<file path="src/rtl/load_store_unit_pkg.sv">
// rtl/load_store_unit_pkg.sv - funct3 codes, FSM states and alignment helper for the load/store unit
package load_store_unit_pkg;

    localparam logic [2:0] F3_B  = 3'b000;
    localparam logic [2:0] F3_H  = 3'b001;
    localparam logic [2:0] F3_W  = 3'b010;
    localparam logic [2:0] F3_BU = 3'b100;
    localparam logic [2:0] F3_HU = 3'b101;

    typedef enum logic [1:0] {
        ST_IDLE      = 2'd0,
        ST_LOAD_WAIT = 2'd1,
        ST_RMW_READ  = 2'd2,
        ST_RMW_WRITE = 2'd3
    } lsu_state_e;

    // funct3[1:0] carries the access size for both loads and stores
    function automatic logic misaligned(input logic [2:0] funct3, input logic [1:0] offset);
        case (funct3[1:0])
            2'b01:   return offset[0];
            2'b10:   return offset != 2'b00;
            default: return 1'b0;
        endcase
    endfunction

endpackage

</file>
<file path="src/rtl/lsu_lane_align.sv">
// rtl/lsu_lane_align.sv - byte/half lane extraction with extension, and store-lane merge
module lsu_lane_align
    import load_store_unit_pkg::*;
(
    input  logic [31:0] word_i,
    input  logic [1:0]  offset_i,
    input  logic [2:0]  funct3_i,
    input  logic [31:0] store_data_i,
    output logic [31:0] load_value_o,
    output logic [31:0] store_word_o
);

    logic [7:0]  byte_lane;
    logic [15:0] half_lane;

    always_comb begin
        byte_lane = word_i[{offset_i, 3'b000} +: 8];
        half_lane = offset_i[1] ? word_i[31:16] : word_i[15:0];

        case (funct3_i)
            F3_B:    load_value_o = {{24{byte_lane[7]}}, byte_lane};
            F3_BU:   load_value_o = {24'd0, byte_lane};
            F3_H:    load_value_o = {{16{half_lane[15]}}, half_lane};
            F3_HU:   load_value_o = {16'd0, half_lane};
            default: load_value_o = word_i;
        endcase

        store_word_o = word_i;
        case (funct3_i)
            F3_B: store_word_o[{offset_i, 3'b000} +: 8] = store_data_i[7:0];
            F3_H: begin
                if (offset_i[1]) store_word_o[31:16] = store_data_i[15:0];
                else             store_word_o[15:0]  = store_data_i[15:0];
            end
            default: store_word_o = store_data_i;
        endcase
    end

endmodule

</file>
<file path="src/rtl/load_store_unit.sv">
// rtl/load_store_unit.sv - RV32I load/store to word-memory adapter with read-modify-write for SB/SH
module load_store_unit
    import load_store_unit_pkg::*;
#(
    parameter int unsigned MEM_SIZE = 8192
) (
    input  logic        clock,
    input  logic        reset,
    input  logic        req_valid,
    input  logic        req_write,
    input  logic [2:0]  req_funct3,
    input  logic [31:0] req_address,
    input  logic [31:0] req_store_data,
    output logic        req_ready,
    output logic        load_valid,
    output logic [31:0] load_data,
    output logic        access_fault,
    output logic        mem_write_enable,
    output logic [31:0] mem_address,
    output logic [31:0] mem_write_data,
    input  logic [31:0] mem_read_data
);

    lsu_state_e  state_q, state_d;
    logic [31:0] addr_q, addr_d;
    logic [31:0] store_data_q, store_data_d;
    logic [31:0] merged_q, merged_d;
    logic [31:0] load_data_q, load_data_d;
    logic [2:0]  funct3_q, funct3_d;
    logic        load_valid_q, load_valid_d;
    logic        fault_q, fault_d;

    logic        accept;
    logic        illegal_f3;
    logic        out_of_range;
    logic        req_fault;
    logic        sw_now;
    logic [31:0] load_value;
    logic [31:0] store_word;

    assign req_ready    = (state_q == ST_IDLE) && !reset;
    assign accept       = req_valid && req_ready;
    assign illegal_f3   = req_write ? (req_funct3 > F3_W)
                                    : (req_funct3 == 3'b011 || req_funct3[2:1] == 2'b11);
    assign out_of_range = {2'b00, req_address[31:2]} >= 32'(MEM_SIZE);
    assign req_fault    = illegal_f3 || out_of_range || misaligned(req_funct3, req_address[1:0]);
    assign sw_now       = accept && req_write && !req_fault && (req_funct3 == F3_W);

    assign load_valid   = load_valid_q;
    assign load_data    = load_data_q;
    assign access_fault = fault_q;

    // Shared by LOAD_WAIT (extraction) and RMW_READ (merge); both see latched request fields
    lsu_lane_align u_lane_align (
        .word_i       (mem_read_data),
        .offset_i     (addr_q[1:0]),
        .funct3_i     (funct3_q),
        .store_data_i (store_data_q),
        .load_value_o (load_value),
        .store_word_o (store_word)
    );

    always_comb begin
        state_d      = state_q;
        addr_d       = addr_q;
        funct3_d     = funct3_q;
        store_data_d = store_data_q;
        merged_d     = merged_q;
        load_data_d  = load_data_q;
        load_valid_d = 1'b0;
        fault_d      = 1'b0;

        case (state_q)
            ST_IDLE: begin
                if (accept) begin
                    addr_d       = req_address;
                    funct3_d     = req_funct3;
                    store_data_d = req_store_data;
                    if (req_fault)           fault_d = 1'b1;
                    else if (!req_write)     state_d = ST_LOAD_WAIT;
                    else if (!sw_now)        state_d = ST_RMW_READ;
                end
            end
            ST_LOAD_WAIT: begin
                load_data_d  = load_value;
                load_valid_d = 1'b1;
                state_d      = ST_IDLE;
            end
            ST_RMW_READ: begin
                merged_d = store_word;
                state_d  = ST_RMW_WRITE;
            end
            default: state_d = ST_IDLE;
        endcase
    end

    // Memory is addressed from the live request while idle so reads start in the accept cycle
    always_comb begin
        mem_write_enable = 1'b0;
        mem_address      = {addr_q[31:2], 2'b00};
        mem_write_data   = merged_q;
        case (state_q)
            ST_IDLE: begin
                mem_address      = {req_address[31:2], 2'b00};
                mem_write_data   = req_store_data;
                mem_write_enable = sw_now;
            end
            ST_RMW_WRITE: mem_write_enable = !reset;
            default: ;
        endcase
    end

    always_ff @(posedge clock) begin
        if (reset) begin
            state_q      <= ST_IDLE;
            addr_q       <= '0;
            funct3_q     <= '0;
            store_data_q <= '0;
            merged_q     <= '0;
            load_data_q  <= '0;
            load_valid_q <= 1'b0;
            fault_q      <= 1'b0;
        end else begin
            state_q      <= state_d;
            addr_q       <= addr_d;
            funct3_q     <= funct3_d;
            store_data_q <= store_data_d;
            merged_q     <= merged_d;
            load_data_q  <= load_data_d;
            load_valid_q <= load_valid_d;
            fault_q      <= fault_d;
        end
    end

endmodule

</file>
<file path="config.mk">
export PLATFORM = sky130hd
export DESIGN_NAME = load_store_unit
export DESIGN_NICKNAME = d
export VERILOG_FILES = /design/src/rtl/load_store_unit_pkg.sv /design/src/rtl/lsu_lane_align.sv /design/src/rtl/load_store_unit.sv
export SDC_FILE = /design/constraint.sdc
export NUM_CORES = 1
export LEC_CHECK = 0
export CAP_MARGIN = 30
export CORE_MARGIN = 1.5
export CORE_UTILIZATION = 25
export DETAILED_ROUTE_END_ITERATION = 8
export GPL_TIMING_DRIVEN = 0
export PLACE_DENSITY = 0.49
export SETUP_SLACK_MARGIN = 0.2
export SYNTH_ARGS = -nofsm -noshare
export SYNTH_HDL_FRONTEND = slang
export SYNTH_SLANG_ARGS = --single-unit
</file>
<file path="constraint.sdc">
create_clock -name clock -period 7.3 [get_ports clock]
set_input_delay 1.46 -clock clock [delete_from_list [all_inputs] [get_ports clock]]
set_output_delay 1.46 -clock clock [all_outputs]
set_load 0.01 [all_outputs]
</file>
**Word-level counts from Yosys, hierarchy flattened**

Index checks and enable logic that the tools add are counted.

- Input bits: 103
- Register bits after elaboration: 135
- Logic and storage cells: 64
- Output and inout bits: 100

- Reductions and logical operators: 16
- Eq/ne operators: 14
- Multiplexer cells: 18
- Bitwise gates (word level): 2
- Add/sub/neg operators: 1
- Order comparisons: 2
- Shifts and indexed selects: 3

Operators by type and width:

| cell | number |
|---|---|
| case mux 32 bit (4 select lines) | 1 |
| 2-to-1 mux 32 bit | 2 |
| case mux 32 bit (2 select lines) | 1 |
| 2-to-1 mux 16 bit | 3 |
| bitwise mux 32 bit | 1 |
| variable shift 8 x 7 -> 32 bit, first input constant | 1 |
| indexed part select 32 x 6 -> 8 bit | 1 |
| indexed part select 8 x 7 -> 32 bit | 1 |
| >= comparator 30 x 14 -> 1 bit, second input constant | 1 |
| equality test 2 bit, second input constant | 4 |
| 2-to-1 mux 2 bit | 4 |
| negation 5 -> 7 bit | 1 |
| equality test 3 x 2 -> 1 bit, second input constant | 2 |
| equality test 3 bit, second input constant | 2 |
| logical AND 1 bit | 5 |
| equality test 2 x 1 -> 1 bit, second input constant | 2 |
| inequality test 2 bit, second input constant | 2 |
| case mux 1 bit (2 select lines) | 2 |
| case mux 2 bit (2 select lines) | 1 |
| equality test 3 x 1 -> 1 bit, second input constant | 1 |
| greater-than comparator 3 x 2 -> 1 bit, second input constant | 1 |
| zero test 3 bit | 1 |
| logical OR 1 bit | 3 |
| 2-to-1 mux 1 bit | 3 |
| 8 further kinds | 10 |

**Depth between registers and ports, before layout**

Gate-level depths: netlist of the first run.

- Depth in word-level cells: 13
- Mapped depth: 9
- Depth with buffers taken out: 7

**Hierarchy**

A second synthesis of the first run with hierarchy kept.

- Cells, all modules: 918
- Area total of the unflattened synthesis: 7,603.5 um2

Modules (own cells, without submodules):

| module | cells each | times used | sequential area each (um2) | area an instance (um2) |
|---|---|---|---|---|
| load_store_unit | 617 | 1 | 2,702.6 | 5,843.1 |
| lsu_lane_align | 301 | 1 | 0.0 | 1,760.4 |

**Worst setup path after synthesis of the first run**

Ideal clock, no wire load.

- Kind: input port to output port
- Start: in req_funct3[0]
- End: out mem_write_enable
- Stages: 7
- Slack: 3.338 ns
- Arrival: 2.502 ns
- Path buffers: 0
- Data required time: 5.840 ns
- Path through: inv_1 > ha_1 > o21ai_0 > a21oi_1 > nor3_1 > nand3_1 > a21oi_1

- Longest elaborated chain between the ends: 9

RTL lines:

| what | RTL line | text |
|---|---|---|
| start, declared | load_store_unit.sv:11 | `input logic [2:0] req_funct3,` |
| branches (longest 7 deep; another with greater-than comparator 3 x 2 -> 1 bit) | n/a |  |
| logical AND 1 bit (*) | load_store_unit.sv:47 | `assign sw_now = accept && req_write && !req_fault && (req_funct3 == F3_W);` |
| case mux 1 bit (2 select lines) (*) | load_store_unit.sv:102 | `case (state_q)` |
| end, declared | load_store_unit.sv:18 | `output logic mem_write_enable,` |

Mark *: on every way between the ends.

**Final worst setup path of the first run**

- Start: in reset
- End: out mem_write_enable

- Longest elaborated chain between the ends: 7

RTL lines:

| what | RTL line | text |
|---|---|---|
| start, declared | load_store_unit.sv:8 | `input logic reset,` |
| zero test 1 bit (*) | load_store_unit.sv:41, load_store_unit.sv:108 |  |
| logical AND 1 bit | load_store_unit.sv:41 | `assign req_ready = (state_q == ST_IDLE) && !reset;` |
| logical AND 1 bit | load_store_unit.sv:42 | `assign accept = req_valid && req_ready;` |
| logical AND 1 bit (3 in series) | load_store_unit.sv:47 |  |
| case mux 1 bit (2 select lines) (*) | load_store_unit.sv:102 |  |

Every way passes the cells marked *; elsewhere a longest branch is shown, timed or not.

==> impl_results.md, run 1 <==
- Total of max-cap violations: 0
- CP endpoint kind: output pin
- Ys async rst share: 0%
- Pin count of the biggest net entering global routing: 17
- Post-layout util: 36.6%
- Post-Route WL: 27700 um
- #FFs+latches synth: 135
- Worst-path cell chain: clkdlybuf4s50_1, and3b_1, clkbuf_1, clkbuf_1, nand3_1, a21oi_1, clkdlybuf4s50_1
- Unique masters post-synth: 53
- Worst path slowest cell: clkdlybuf4s50_1
- Share of layout cells above drive strength 1: 11.6%
- Clock slew seen by the registers of the worst setup and hold paths: 60 ps
- Initial core utilization: ~25%
- Clk network pwr share: 25.1%
- PostCTS Resize Cnt: 0
- Total setup buffers inserted after CTS: 0
- CP required: 5840 ps
- IO Pins: 203
- Die height: 171 um
- Initial DRT Pass Iterations: 5
- Synthesized cell area: 7060 sq um
- Gate power share: 45.8%
- Post-synth EDFFs: 0
- First DRT Iteration DRCs: roughly 460
- Worst Skew: 11.6 ps
- Wire per inst: 19.2 um
- Main synth FF type: dfxtp_1
- Highest metal used: met4
- Buffers added on ports: 200
- CP startpoint kind: input port
- Sequential cell area: 2700 sq um
- Total power: 0.00366 W
- Post-synth top area cell: dfxtp_1
- Synth area leaders: dfxtp_1 38%, mux2_2 11%, nand2b_1 7.7%
- Num CTS Buffers: 17
- P&R area growth vs syn: 44.0%
- Leakage power: 3.58 nW
- DR WL met2: 13000 um
- Placer Congestion: 0.938
- Full die area: 29300 sq um
- Setup-failing EPs final: 0
- # fillers: around 2900
- Switching Fraction: 35.8%
- CTS Hold Bufs: 0
- Maximum vdd drop: 0.149 mV
- CP max stage delay: 600 ps
- Critical path type: input port to output pin
- Post-layout min period: 5700 ps
- Area of the multi-input gates: 4050 sq um
- Worst hold slack: 466 ps
- Status: complete, no violations
- FMAX: between 0.15 and 0.2 GHz
- Pwr dens: between 300 and 400 nW/um^2
- Synth warn: 0
- DR WL met3: 1350 um
- Worst EP arrival: 4240 ps
- Slew @ Worst Pin: 892 ps
- P_sw: roughly 0.0013 W
- Setup TNS: 0 ps
- Die W: between 150 and 200 um
- Reg power frac: between 20% and 30%
- Post-DRT Antenna Nets: 0
- Post-synthesis sequential area ratio: 38.3%
- Number of global-route vias before repair: 6684
- Avg Inst Size Synth: 8.52 sq um
- First-pass GRT wire length: 41300 um
- Cell-internal power: 0.00235 W
- Final Net Count: 1164
- Antenna violations before repair: 0
- RSZ-0062 raised after global routing: no
- Syn Inst Count: 829
- Total grt overflow: 0
- CP bufs+invs: 4
- Number of clock sinks: 135
- Rel. slew slack: between 40% and 50%
- Period utilization: 78.1%
- Vias: 6866
- CTS root buffer: clkbuf_16
- Top cell type's share of synthesized area: 38.3%
- DRC viols: 0
- Post-DP HPWL: 21400 um
- Clk_lat worst skew: 430 ps
- FP Rows: 61
- Critical path peak fanout: 10
- Worst hold path class: flip-flop to flip-flop
- Top delay family on crit path: buffers and inverters
- CTS H-Tree Depth: 4
- Core Region: between 20000 and 30000 sq um
- Met1 Wirelength: 13000 um
- Final Max Slew Viols: 0
- CTS tree: done
- Longest Clk Path Bufs: 2
- Final hold violation count: 0
- Overall Global Routing Usage: between 10% and 20%
- Mean number of vias per cell: 4.77
metal layers:
layer	global-route usage, %	vias up
met2	30.8	187
met4	4.65	0
li1	-	3379
met3	3.28	27
met5	0	-
met1	25.8	3273
registers in the layout, summed over array words and instances, names as in the netlist:
register and cells:
addr_q 32, state_q 2, store_data_q 32, access_fault 1
merged_q 32, funct3_q 3, load_data 32, load_valid 1
synth_stat cells (all sizes together), types with 2 or more instances:
| master | count |
|---|---|
| a2111oi | 6 |
| a211oi | 46 |
| a21oi | 18 |
| a221oi | 16 |
| a22oi | 9 |
| a2bb2oi | 6 |
| a32o | 8 |
| and3 | 8 |
| buf | 18 |
| clkbuf | 51 |
| dfxtp | 135 |
| ha | 12 |
| inv | 8 |
| mux2 | 69 |
| mux2i | 13 |
| nand2 | 109 |
| nand2b | 87 |
| nand3 | 3 |
| nand3b | 2 |
| nor2 | 80 |
| nor2b | 5 |
| nor3 | 5 |
| nor4 | 3 |
| o21ai | 81 |
| o31ai | 3 |
| o32ai | 7 |
worst paths after layout:
path                                   start          endpoint  slack (ps)  cells after the start
worst max register to register     addr_q[1]      merged_q[18]        4420                      7
worst min-delay path            load_data[9]      load_data[9]         470                      1
worst min register to register  load_data[9]      load_data[9]         470                      1
worst max-delay path                   reset  mem_write_enable        1600                      7
stage by stage:
stage / setup slack (ps) / cells / area [sq um]
2_1_floorplan: 3340 / 830 / 7070
3_3_place_gp: 1580 / 1408 / 9540
3_5_place_dp: 1570 / 1408 / 9540
4_1_cts: 1560 / 1439 / 10200
5_1_grt: 1450 / 1439 / 10200
6_report: 1600 / 1440 / 10200
logic make-up after synthesis:
| kind of cell | Yosys count | synth area share (%) |
|---|---|---|
| DFF | 135 | 38.3 |
| buffers and inverters | 78 | 4.50 |
| adders and majority gates | 12 | 2.13 |
| muxes | 83 | 13.2 |
| other | 1 | 0.0531 |
| and+or+nand+nor | 309 | 21.1 |
| AOI/OAI and AO/OA | 211 | 20.7 |
area by class of cell:
| class | instances | area share (%) |
|---|---|---|
| antenna | 1 | 0.0246 |
| buffer | 69 | 2.79 |
| clock buffer | 24 | 5.03 |
| clock inverter | 7 | 1.13 |
| inverter | 9 | 0.332 |
| multi-input combinational | 617 | 39.8 |
| sequential | 135 | 26.6 |
| tap | 378 | 4.65 |
| timing repair buffer | 200 | 19.7 |
power groups by stage:
stage	logic [W]	registers [W]	clock network, W
finish	0.00168	0.00107	0.000920
global route	0.00182	0.00109	0.000970
CTS	0.00169	0.00107	0.000938
detailed placement	0.00168	0.00108	0
global placement	0.00168	0.00108	0
floorplan	0.000926	0.00105	0
cells in the final DEF (no fill, tap or decap), drive strengths merged, types with 46 or more instances in the layout:
cell type and instances:
nand2 109, nor2 80, clkdlybuf4s50 200, clkbuf 75
nand2b 87, dfxtp 135, o21ai 81, a211oi 46
mux2 69
Power figures use the tool's default switching activity.
==> inputs of run 2 (changes only) <==
==> constraint.sdc (replaced) <==
create_clock -name clock -period 5.5 [get_ports clock]
set_input_delay 1.1 -clock clock [delete_from_list [all_inputs] [get_ports clock]]
set_output_delay 1.1 -clock clock [all_outputs]
set_load 0.01 [all_outputs]
==> results of run 2 <==
Same layout as run 1 (identical final DEF). Status: complete, no violations.
Main changes from that run: setup slack after placement 1570 ps -> 495 ps; setup slack after layout 1600 ps -> 519 ps; register-to-register setup slack 4420 ps -> 2620 ps; total power 0.00366 W -> 0.00486 W; worst IR drop on VDD 0.149 mV -> 0.197 mV
